## config.mk

```make
export PLATFORM = sky130hd
export DESIGN_NAME = demux1to8_collect
export DESIGN_NICKNAME = d
export VERILOG_FILES = /design/src/rtl/demux1to8_collect.sv
export SDC_FILE = /design/constraint.sdc
export NUM_CORES = 1
export LEC_CHECK = 0
export CELL_PAD_IN_SITES_DETAIL_PLACEMENT = 0
export CELL_PAD_IN_SITES_GLOBAL_PLACEMENT = 1
export CORE_MARGIN = 8
export CORE_UTILIZATION = 38
export CTS_BUF_LIST = sky130_fd_sc_hd__clkbuf_16
export DETAILED_ROUTE_END_ITERATION = 12
export PLACE_DENSITY = 0.94
export SYNTH_ARGS = -nofsm -noshare
export SYNTH_HDL_FRONTEND = slang
export SYNTH_SLANG_ARGS = --single-unit
```

## constraint.sdc

```tcl
create_clock -name clk -period 3.9 [get_ports clk]
set_clock_uncertainty 0.15 [all_clocks]
set_input_delay 0.585 -clock clk [delete_from_list [all_inputs] [get_ports clk]]
set_output_delay 0.585 -clock clk [all_outputs]
set_load 0.02 [all_outputs]
```

## src/rtl/demux1to8_collect.sv

```systemverilog
// demux1to8_collect: 1-to-N demultiplexer that collects lane writes into frames
// Ports: clk/rst (sync, active-high); din/din_valid write data and strobe;
// sel/auto_en choose target lane (sel or internal ptr); clear aborts the frame;
// lane_out live lanes; frame_out/frame_valid last completed frame and its pulse;
// wr_mask lanes written this frame; ptr auto-mode pointer; busy frame partly filled.
// Optional DEMUX_COLLECT_PARITY_EN adds parity_in (checked at completion) and parity_out.
module demux1to8_collect #(
  parameter int DATA_W = 1,
  parameter int N_CH = 8,
  parameter int SEL_W = 3
) (
  input  logic                   clk,
  input  logic                   rst,
  input  logic [DATA_W-1:0]      din,
  input  logic                   din_valid,
  input  logic [SEL_W-1:0]       sel,
  input  logic                   auto_en,
  input  logic                   clear,
`ifdef DEMUX_COLLECT_PARITY_EN
  input  logic                   parity_in,
  output logic                   parity_out,
`endif
  output logic [N_CH*DATA_W-1:0] lane_out,
  output logic [N_CH*DATA_W-1:0] frame_out,
  output logic                   frame_valid,
  output logic [N_CH-1:0]        wr_mask,
  output logic [SEL_W-1:0]       ptr,
  output logic                   busy
);
  localparam logic [1:0] IDLE = 2'd0;
  localparam logic [1:0] FILL = 2'd1;
  localparam logic [1:0] DONE = 2'd2;
  logic [1:0] state_q, state_d;
  logic [N_CH*DATA_W-1:0] lane_q, lane_d, frame_q, frame_d, lanes_n;
  logic [N_CH-1:0] wr_mask_q, wr_mask_d, mask_n;
  logic [SEL_W-1:0] ptr_q, ptr_d, t;
  logic wr_ok, cmpl, ok;
`ifdef DEMUX_COLLECT_PARITY_EN
  logic parity_q, parity_d, par;
`endif
  always_comb begin
    t = auto_en ? ptr_q : sel;
    // clear outranks din_valid; out-of-range targets are dropped entirely
    wr_ok = din_valid && !clear && (int'(t) < N_CH);
    mask_n = wr_mask_q | (wr_ok ? (N_CH'(1) << t) : '0);
    cmpl = wr_ok && &mask_n;
    for (int k = 0; k < N_CH; k++)
      lanes_n[k*DATA_W +: DATA_W] = (wr_ok && t == SEL_W'(k)) ? din : lane_q[k*DATA_W +: DATA_W];
`ifdef DEMUX_COLLECT_PARITY_EN
    par = ^lanes_n;
    // a parity mismatch still ends the frame but publishes nothing
    ok = cmpl && (parity_in == par);
    parity_d = ok ? par : parity_q;
`else
    ok = cmpl;
`endif
    wr_mask_d = (clear || cmpl) ? '0 : mask_n;
    ptr_d = (clear || cmpl) ? '0 :
            (wr_ok && auto_en) ? (ptr_q == SEL_W'(N_CH - 1) ? '0 : ptr_q + 1'b1) : ptr_q;
    lane_d = clear ? '0 : lanes_n;
    frame_d = ok ? lanes_n : frame_q;
    state_d = clear ? IDLE :
              ok ? DONE :
              wr_ok ? (cmpl ? IDLE : FILL) :
              (state_q == DONE ? IDLE : state_q);
  end
  always_ff @(posedge clk) begin
    if (rst) begin
      state_q <= IDLE;
      lane_q <= '0;
      frame_q <= '0;
      wr_mask_q <= '0;
      ptr_q <= '0;
`ifdef DEMUX_COLLECT_PARITY_EN
      parity_q <= 1'b0;
`endif
    end else begin
      state_q <= state_d;
      lane_q <= lane_d;
      frame_q <= frame_d;
      wr_mask_q <= wr_mask_d;
      ptr_q <= ptr_d;
`ifdef DEMUX_COLLECT_PARITY_EN
      parity_q <= parity_d;
`endif
    end
  end
`ifdef DEMUX_COLLECT_PARITY_EN
  assign parity_out = parity_q;
`endif
  assign lane_out = lane_q;
  assign frame_out = frame_q;
  assign frame_valid = state_q == DONE;
  assign wr_mask = wr_mask_q;
  assign ptr = ptr_q;
  assign busy = state_q == FILL;
endmodule

```

# Word level (Yosys, flattened, before mapping)
# Index checks and enable logic that the tools add are counted.
word_totals:
  register_bits: 29
  in_bits: 9
  elab_cells: 53
op_classes:
  add_sub_neg: 1
  n_eq_ne: 10
  shift: 1
  n_mux: 14
  bitwise_logic: 1
  n_reduce_logical: 20
op_table:
  columns: ["op", "count"]
  rows:
  - ["equality test 3 bit, second input constant", 5]
  - ["logical AND 1 bit", 11]
  - ["two-way mux 1 bit", 8]
  - ["two-way mux 8 bit", 1]
  - ["bitwise OR 8 bit", 1]
  - ["AND reduction 8 bit", 1]
  - ["left shift 1 x 3 -> 8 bit, first input constant", 1]
  - ["equality test 3 x 2 -> 1 bit, second input constant", 2]
  - ["two-way mux 2 bit", 3]
  - ["two-way mux 3 bit", 2]
  - ["OR reduction 2 bit", 2]
  - ["adder 3 x 1 -> 3 bit, second input constant", 1]
  - ["equality test 3 x 1 -> 1 bit, second input constant", 1]
  - ["logical NOT 3 bit", 1]
  - ["nonzero test 3 bit", 1]
  - ["OR reduction 3 bit", 1]
  - ["equality test 2 x 1 -> 1 bit, second input constant", 1]
  - ["equality test 2 bit, second input constant", 1]
  - ["nonzero test 2 bit", 1]
  - ["logical NOT 1 bit", 1]
  - ["logical OR 1 bit", 1]

# Longest topological paths before layout
# Gate-level depths: netlist of the first run.
logic_depth:
  ltp_word: 8
  depth_mapped: 8
  ltp_nobuf: 6

# Worst setup path after synthesis of the first run
# Ideal clock, no wire load.
synth_path:
  path_type: "input to register"
  start: "input port auto_en"
  end: "register frame_q[0], in the netlist frame_out[0]"
  arrival_ns: 2.155
  setup_slack_ns: 1.474
  path_stages: 8
  n_path_buf: 2
  cell_sequence: "buf_6 > nand3b_1 > a211oi_2 > o21ai_1 > a211oi_2 > and3_4 > buf_12 > mux2_4"
synth_between:
  elab_chain_len: 6
synth_rtl:
  columns: ["element", "line_no", "text"]
  rows:
  - ["from (decl)", "17", "input logic auto_en,"]
  - ["two-way mux 3 bit *", "42", "t = auto_en ? ptr_q : sel;"]
  - ["left shift 1 x 3 -> 8 bit", "45", "mask_n = wr_mask_q | (wr_ok ? (N_CH'(1) << t) : '0);"]
  - ["two-way mux 8 bit", "45", null]
  - ["bitwise OR 8 bit", "45", null]
  - ["AND reduction 8 bit", "46", "cmpl = wr_ok && &mask_n;"]
  - ["logical AND 1 bit", "46", null]
  - ["to (signal assigned)", "80", "frame_q <= frame_d;"]
  - ["to (decl)", "34", "logic [N_CH*DATA_W-1:0] lane_q, lane_d, frame_q, frame_d, lanes_n;"]
# Every way passes the cells marked *; elsewhere a longest branch is shown, timed or not.
# A chain may end at the register's enable or synchronous reset.

# Final worst setup path of the first run
layout_path:
  start: "input port auto_en"
  end: "register frame_q[7], in the netlist frame_out[7]"
# Same word-level chain as after synthesis.

==> out/results.ini, run 1 <==
[setup_path]
worstPathRequired_ns=3.91
slowest_delay_ns=0.60
setup.worst_path.start_class=primary input
worst-endpoint-arrival_ns=3.06
setup.worst_path.end_class=flip-flop
critPathKind=in -> reg
worstPathCellList=clkdlybuf4s50_1 > or3b_1 > a211oi_2 > nor2_1 > o2bb2ai_2 > and3_4 > mux2_4
worstPathMaxFanout=20
regToRegSetupSlack_ns=1.61
slowest_cp_cell=sky130_fd_sc_hd__clkdlybuf4s50_1

[synth]
synth.lib_cells_used.distinct=31
ys_seq_elements=29
syn_avg_cell_area_um2=9.547
yosysWarnings=0
syn_area_um2=1394
synth_edf_count=0
netlist.area_leader.share_pct=41.65
synth.largest_area_cell=sky130_fd_sc_hd__dfxtp_1
synth.yosys.seq_area_share_pct=41.65
leading_cell_type_by_number_of_instances_after_synthesis=sky130_fd_sc_hd__dfxtp_1
postSynthCellCount=146
share_of_synthesized_registers_carrying_an_async_set_or_reset_pct=0
post_synth_most_frequent_cells=sky130_fd_sc_hd__dfxtp_1, sky130_fd_sc_hd__nor2_1, sky130_fd_sc_hd__nor3_1
post_synth_main_area_contributors=sky130_fd_sc_hd__dfxtp_1, sky130_fd_sc_hd__mux2_4, sky130_fd_sc_hd__mux2i_1
synth.net_count=157
ys_dominant_reg_cell=sky130_fd_sc_hd__dfxtp_1

[pwr]
p_int_mw=0.6144
powerDensity_nw_per_um2=397.5
power.switching_fraction_pct=20.30
clockPowerShare_pct=55.5
net-switching-power_mw=0.1565
leakagePower_nw=0.7044
vdd_drop_max_mv=0.1899
totalPowerFinal_mw=0.7710
seq_power_share_pct=38.9
comb_power_share_pct=5.5

[final_layout]
design.final.nets=194
synthToLayoutAreaGrowth_pct=39.14
utilization_pct=53.78
drive_above_1_share_pct=13.59
antennaDiodeCount=0

[sta]
hold_viol_final=0
finalWorstSetupSlack_ns=0.8507
rsz_0062_raised_after_global_routing=no
slew_headroom_pct=62.49
setup_violations=0
min_period_over_period_pct=78.19
fmax_mhz=327.9
setup_total_negative_slack_ns=0
period_needed_ns=3.049
report.final.slew_viol_count=0
tightestPinTransition_ns=0.5609

[routing]
vias=1136
post_drt_wl_per_cell_um=14.29
drt_drc_violations_left=0
drtAntennaViolNets=0
routed_wl_mm=3.316
avgViaCountPerCell=4.897
drtPass1Iterations=4
drt_iter0_drc=50

[outcome]
outcome=finished clean

[clock_tree]
clockBufferDepth=2
clock_tree_from_tritoncts=built
clk_pin_slew_ns=0.05
cts_setup_buffers=0
clock-root-buffer=sky130_fd_sc_hd__clkbuf_16
cts-buffers-inserted=5
clk-insertion-delay-late_ns=0.27
htree_num_levels=2
cts_hold_buf=0
clkSinkCount=29
post_cts_resized=0

[global_route]
wire_length_of_the_first_global_routing_pass_mm=5.671
initial_antenna_violation_count=0
grt_start_max_net_pins=22
grt_overflow_total=0
via_count_of_the_first_global_routing_pass=1201
groute.usage.overall_pct=12.01

[floorplanning]
core_area_um2=3606
floorplan.die.height_um=76.57
floorplan.die.width_um=76.57
fp.dieArea_um2=5862
initial_utilization_pct=38.65
ioPinCount=38
std_cell_rows=22

[placed_design]
dp_hpwl_mm=2.452
place_worst_setup_slack_ns=0.5606
gp_routability_congestion=0.8194
placement.io_buffers=37

[run]
maxCapViolCount=0

[worst_hold_path]
min-delay-path-class=reg -> reg

==> flip-flops by register name, indices dropped and copies added, names as in the netlist <==
signal,cells
lane_out,8
wr_mask,8
frame_out,8
state_q,2
ptr,3
==> logic make-up after synthesis <==
group	count (synthesis)	synth area share, %
compound gates	18	10.23
fa+ha+maj	2	1.795
buf+inv	9	4.219
flops	29	41.65
mux	19	17.15
simple gates	69	24.96
==> cells in the final DEF (no fill, tap or decap), types with 2 or more instances in the layout <==
master                            netlist  final
sky130_fd_sc_hd__nand3b_1               2      2
sky130_fd_sc_hd__mux2i_1                9      9
sky130_fd_sc_hd__clkbuf_16              0      5
sky130_fd_sc_hd__o21ai_1                2      2
sky130_fd_sc_hd__a21oi_1                7      7
sky130_fd_sc_hd__nand3_1                4      4
sky130_fd_sc_hd__a211oi_2               4      4
sky130_fd_sc_hd__mux2_4                 9      9
sky130_fd_sc_hd__nor2_1                24     24
sky130_fd_sc_hd__nor3_1                14     14
sky130_fd_sc_hd__nand2_1                7      7
sky130_fd_sc_hd__inv_1                  2      2
sky130_fd_sc_hd__dfxtp_1               29     29
sky130_fd_sc_hd__ha_1                   2      2
sky130_fd_sc_hd__clkdlybuf4s50_1        0     37
sky130_fd_sc_hd__nor2b_1               11     11
==> power groups by stage <==
stage | clock network (mW) | registers (mW) | logic, mW
finish | 0.428 | 0.300 | 0.0427
global route | 0.449 | 0.300 | 0.0466
CTS | 0.436 | 0.300 | 0.0428
detailed placement | 0 | 0.306 | 0.0426
global placement | 0 | 0.306 | 0.0419
floorplan | 0 | 0.307 | 0.0249
==> through the flow <==
step                      hold WS, ns  instance area, um2  std cells
after CTS                      0.3441                1939        232
after global routing           0.3756                1939        232
after floorplan                0.3066                1394        146
after global placement         0.3228                1773        224
after detailed placement       0.3326                1773        224
final                          0.3442                1939        232
==> final timing paths <==
check | from | end | cells after the start
max | auto_en | frame_out[7] | 7
min reg2reg | state_q[1] | state_q[1] | 2
max reg2reg | ptr[0] | frame_out[7] | 6
min | state_q[1] | state_q[1] | 2
==> worst max-delay path: cells and delay by family <==
kind | cells | cell delay, ns
mux | 1 | 0.33
simple gates | 3 | 1.03
buf+inv | 1 | 0.60
compound gates | 2 | 0.52
==> per-layer routing <==
layer,up-vias,GRT usage (%),wire length [um]
met4,0,5.192,45
met2,31,19.02,1511
met1,527,12.96,1482
met3,3,6.486,277
met5,-,0,0
li1,575,-,-
==> area by class of cell <==
class | count | area, um2
clock buffers | 5 | 125.1
clock inverters | 3 | 41.29
fillers | 328 | 1667
inverters | 2 | 7.507
multi-input cells | 108 | 754.5
flip-flops and latches | 29 | 580.6
well taps | 48 | 60.06
repair buffers | 37 | 370.4
Power figures use the tool's default switching activity.
==> inputs of run 2 (changes only) <==
--- a/config.mk
+++ b/config.mk
@@ -8,10 +8,10 @@
 export CELL_PAD_IN_SITES_DETAIL_PLACEMENT = 0
 export CELL_PAD_IN_SITES_GLOBAL_PLACEMENT = 1
 export CORE_MARGIN = 8
-export CORE_UTILIZATION = 38
+export CORE_UTILIZATION = 35
 export CTS_BUF_LIST = sky130_fd_sc_hd__clkbuf_16
 export DETAILED_ROUTE_END_ITERATION = 12
-export PLACE_DENSITY = 0.94
+export PLACE_DENSITY = 0.89
 export SYNTH_ARGS = -nofsm -noshare
 export SYNTH_HDL_FRONTEND = slang
 export SYNTH_SLANG_ARGS = --single-unit
==> constraint.sdc (replaced) <==
create_clock -name clk -period 3.12 [get_ports clk]
set_clock_uncertainty 0.15 [all_clocks]
set_input_delay 0.468 -clock clk [delete_from_list [all_inputs] [get_ports clk]]
set_output_delay 0.468 -clock clk [all_outputs]
set_load 0.02 [all_outputs]
==> run 2 against run 1 <==
Against the previous run: total power is 14% higher; final area is 1.4% higher; register-to-register slack worse by 0.69 ns; clock power is 4% higher; clock-buffer cell count stayed put; largest cell class unchanged; non-clock buffer count is 7 higher.
==> out/results.ini, run 2 (same netlist as run 1, synthesis figures left out) <==
[outcome]
outcome=finished clean

[global_route]
via_count_of_the_first_global_routing_pass=1158
groute.usage.overall_pct=11.45
wire_length_of_the_first_global_routing_pass_mm=5.678
grt_start_max_net_pins=22
grt_overflow_total=0
initial_antenna_violation_count=0

[pwr]
powerDensity_nw_per_um2=445.8
totalPowerFinal_mw=0.8763
p_int_mw=0.6857
leakagePower_nw=0.7315
clockPowerShare_pct=50.6
power.switching_fraction_pct=21.76
comb_power_share_pct=6.5
vdd_drop_max_mv=0.3775
net-switching-power_mw=0.1907
seq_power_share_pct=42.8

[clock_tree]
clk_pin_slew_ns=0.05
cts-buffers-inserted=5
clkSinkCount=29
clk-insertion-delay-late_ns=0.27
clockBufferDepth=2
clock_tree_from_tritoncts=built
cts_setup_buffers=0
clock-root-buffer=sky130_fd_sc_hd__clkbuf_16
cts_hold_buf=0
post_cts_resized=0
htree_num_levels=2

[placed_design]
dp_hpwl_mm=2.495
place_worst_setup_slack_ns=0.03668
gp_routability_congestion=0.8017
dp.cells=233
placement.io_buffers=37

[floorplanning]
ioPinCount=38
std_cell_rows=23
initial_utilization_pct=35.61
floorplan.die.width_um=79.11
fp.dieArea_um2=6258
core_area_um2=3914
floorplan.die.height_um=79.11

[setup_path]
slowest_delay_ns=0.58
path_buf_inv=1
r2r_cells=6
worstPathCellList=clkdlybuf4s50_1 > or3b_1 > a211oi_2 > nor2_1 > o2bb2ai_2 > and3_4 > mux2_4
worst-endpoint-arrival_ns=2.80
setup.worst_path.start_class=primary input
regToRegSetupSlack_ns=0.92
setup.worst_path.end_class=flip-flop
worstPathMaxFanout=14
r2r_start=ptr[0]
critical_path.top_delay_family=simple AND/OR/NAND/NOR gates
worstReg2RegEnd=frame_out[5]
slowest_cp_cell=sky130_fd_sc_hd__clkdlybuf4s50_1
critPathKind=in -> reg
worstPathRequired_ns=3.13

[routing]
routed-wl-met3_um=232
routed_wl_mm=3.394
avgViaCountPerCell=4.859
drtAntennaViolNets=0
dr.max_layer_used=met4
drt_drc_violations_left=0
vias=1171
drtPass1Iterations=4
drt_iter0_drc=29
drt-met1-wl_mm=1.564
route.met2.wl_mm=1.554
post_drt_wl_per_cell_um=14.08

[sta]
setup_violations=0
min_period_over_period_pct=89.49
hold_viol_final=0
rsz_0062_raised_after_global_routing=no
report.final.slew_viol_count=0
fmax_mhz=358.2
slew_headroom_pct=72.54
setup_total_negative_slack_ns=0
finalWorstSetupSlack_ns=0.3281
period_needed_ns=2.792
tightestPinTransition_ns=0.4118

[final_layout]
seq_area_um2=580.6
drive_above_1_share_pct=16.23
layout.filler_cells=394
final_cell_mix=sky130_fd_sc_hd__clkdlybuf4s50_1, sky130_fd_sc_hd__dfxtp_1, sky130_fd_sc_hd__nor2_1, sky130_fd_sc_hd__nor3_1, sky130_fd_sc_hd__nor2b_1
multiInputGateArea_um2=754.5
final_common_cell=sky130_fd_sc_hd__clkdlybuf4s50_1
synthToLayoutAreaGrowth_pct=41.02
design.final.nets=201
utilization_pct=50.22
antennaDiodeCount=0
finished_layout_cells=241

[worst_hold_path]
min-delay-path-class=reg -> reg
hold_path.startpoint=state_q[1]
holdPathEnd=state_q[1]
min_path_cells=2

[run]
maxCapViolCount=0

[run 2: worst reg2reg max path, cell delays in order (launching register included)]
cell                       delay, ns
sky130_fd_sc_hd__dfxtp_1        0.46
sky130_fd_sc_hd__nand3_1        0.15
sky130_fd_sc_hd__a211oi_2       0.27
sky130_fd_sc_hd__o21ai_1        0.10
sky130_fd_sc_hd__a211oi_2       0.25
sky130_fd_sc_hd__and3_4         0.37
sky130_fd_sc_hd__mux2_4         0.33
[run 2: metal layers]
| metal | vias up | GRT usage (%) |
|---|---|---|
| met5 | - | 0 |
| met3 | 5 | 4.966 |
| met2 | 35 | 17.58 |
| li1 | 595 | - |
| met1 | 536 | 13.54 |
| met4 | 0 | 5.000 |
[run 2: layout make-up]
cell class / instances / share of cell area [%]
Clock buffer: 5 / 6.365
Clock inverter: 3 / 0.6365
Inverter: 2 / 0.3819
Multi-Input combinational cell: 108 / 38.38
Sequential cell: 29 / 29.54
Tap cell: 50 / 3.183
Timing Repair Buffer: 44 / 21.51
[run 2: how the worst max path moves through the flow]
stage                    to    start  cells past startpoint
6_report       frame_out[5]  auto_en                      7
5_1_grt        frame_out[5]  auto_en                      7
4_1_cts        frame_out[5]  auto_en                      7
3_5_place_dp   frame_out[2]  auto_en                      7
3_3_place_gp   frame_out[4]  auto_en                      7
2_1_floorplan  frame_out[0]  auto_en                      8
[run 2: power groups by stage]
stage	Sequential [mW]	Clock [mW]	Combinational (mW)
2_1_floorplan	0.384	0	0.0311
6_report	0.375	0.444	0.0573
3_5_place_dp	0.383	0	0.0576
5_1_grt	0.375	0.465	0.0628
3_3_place_gp	0.383	0	0.0569
4_1_cts	0.375	0.449	0.0581
[run 2: metrics by stage]
stage / hold slack [ns] / cell area [um2]
floorplan: 0.3066 / 1394
global placement: 0.3255 / 1828
detailed placement: 0.3393 / 1828
CTS: 0.3608 / 1966
global route: 0.3666 / 1966
finish: 0.3585 / 1966
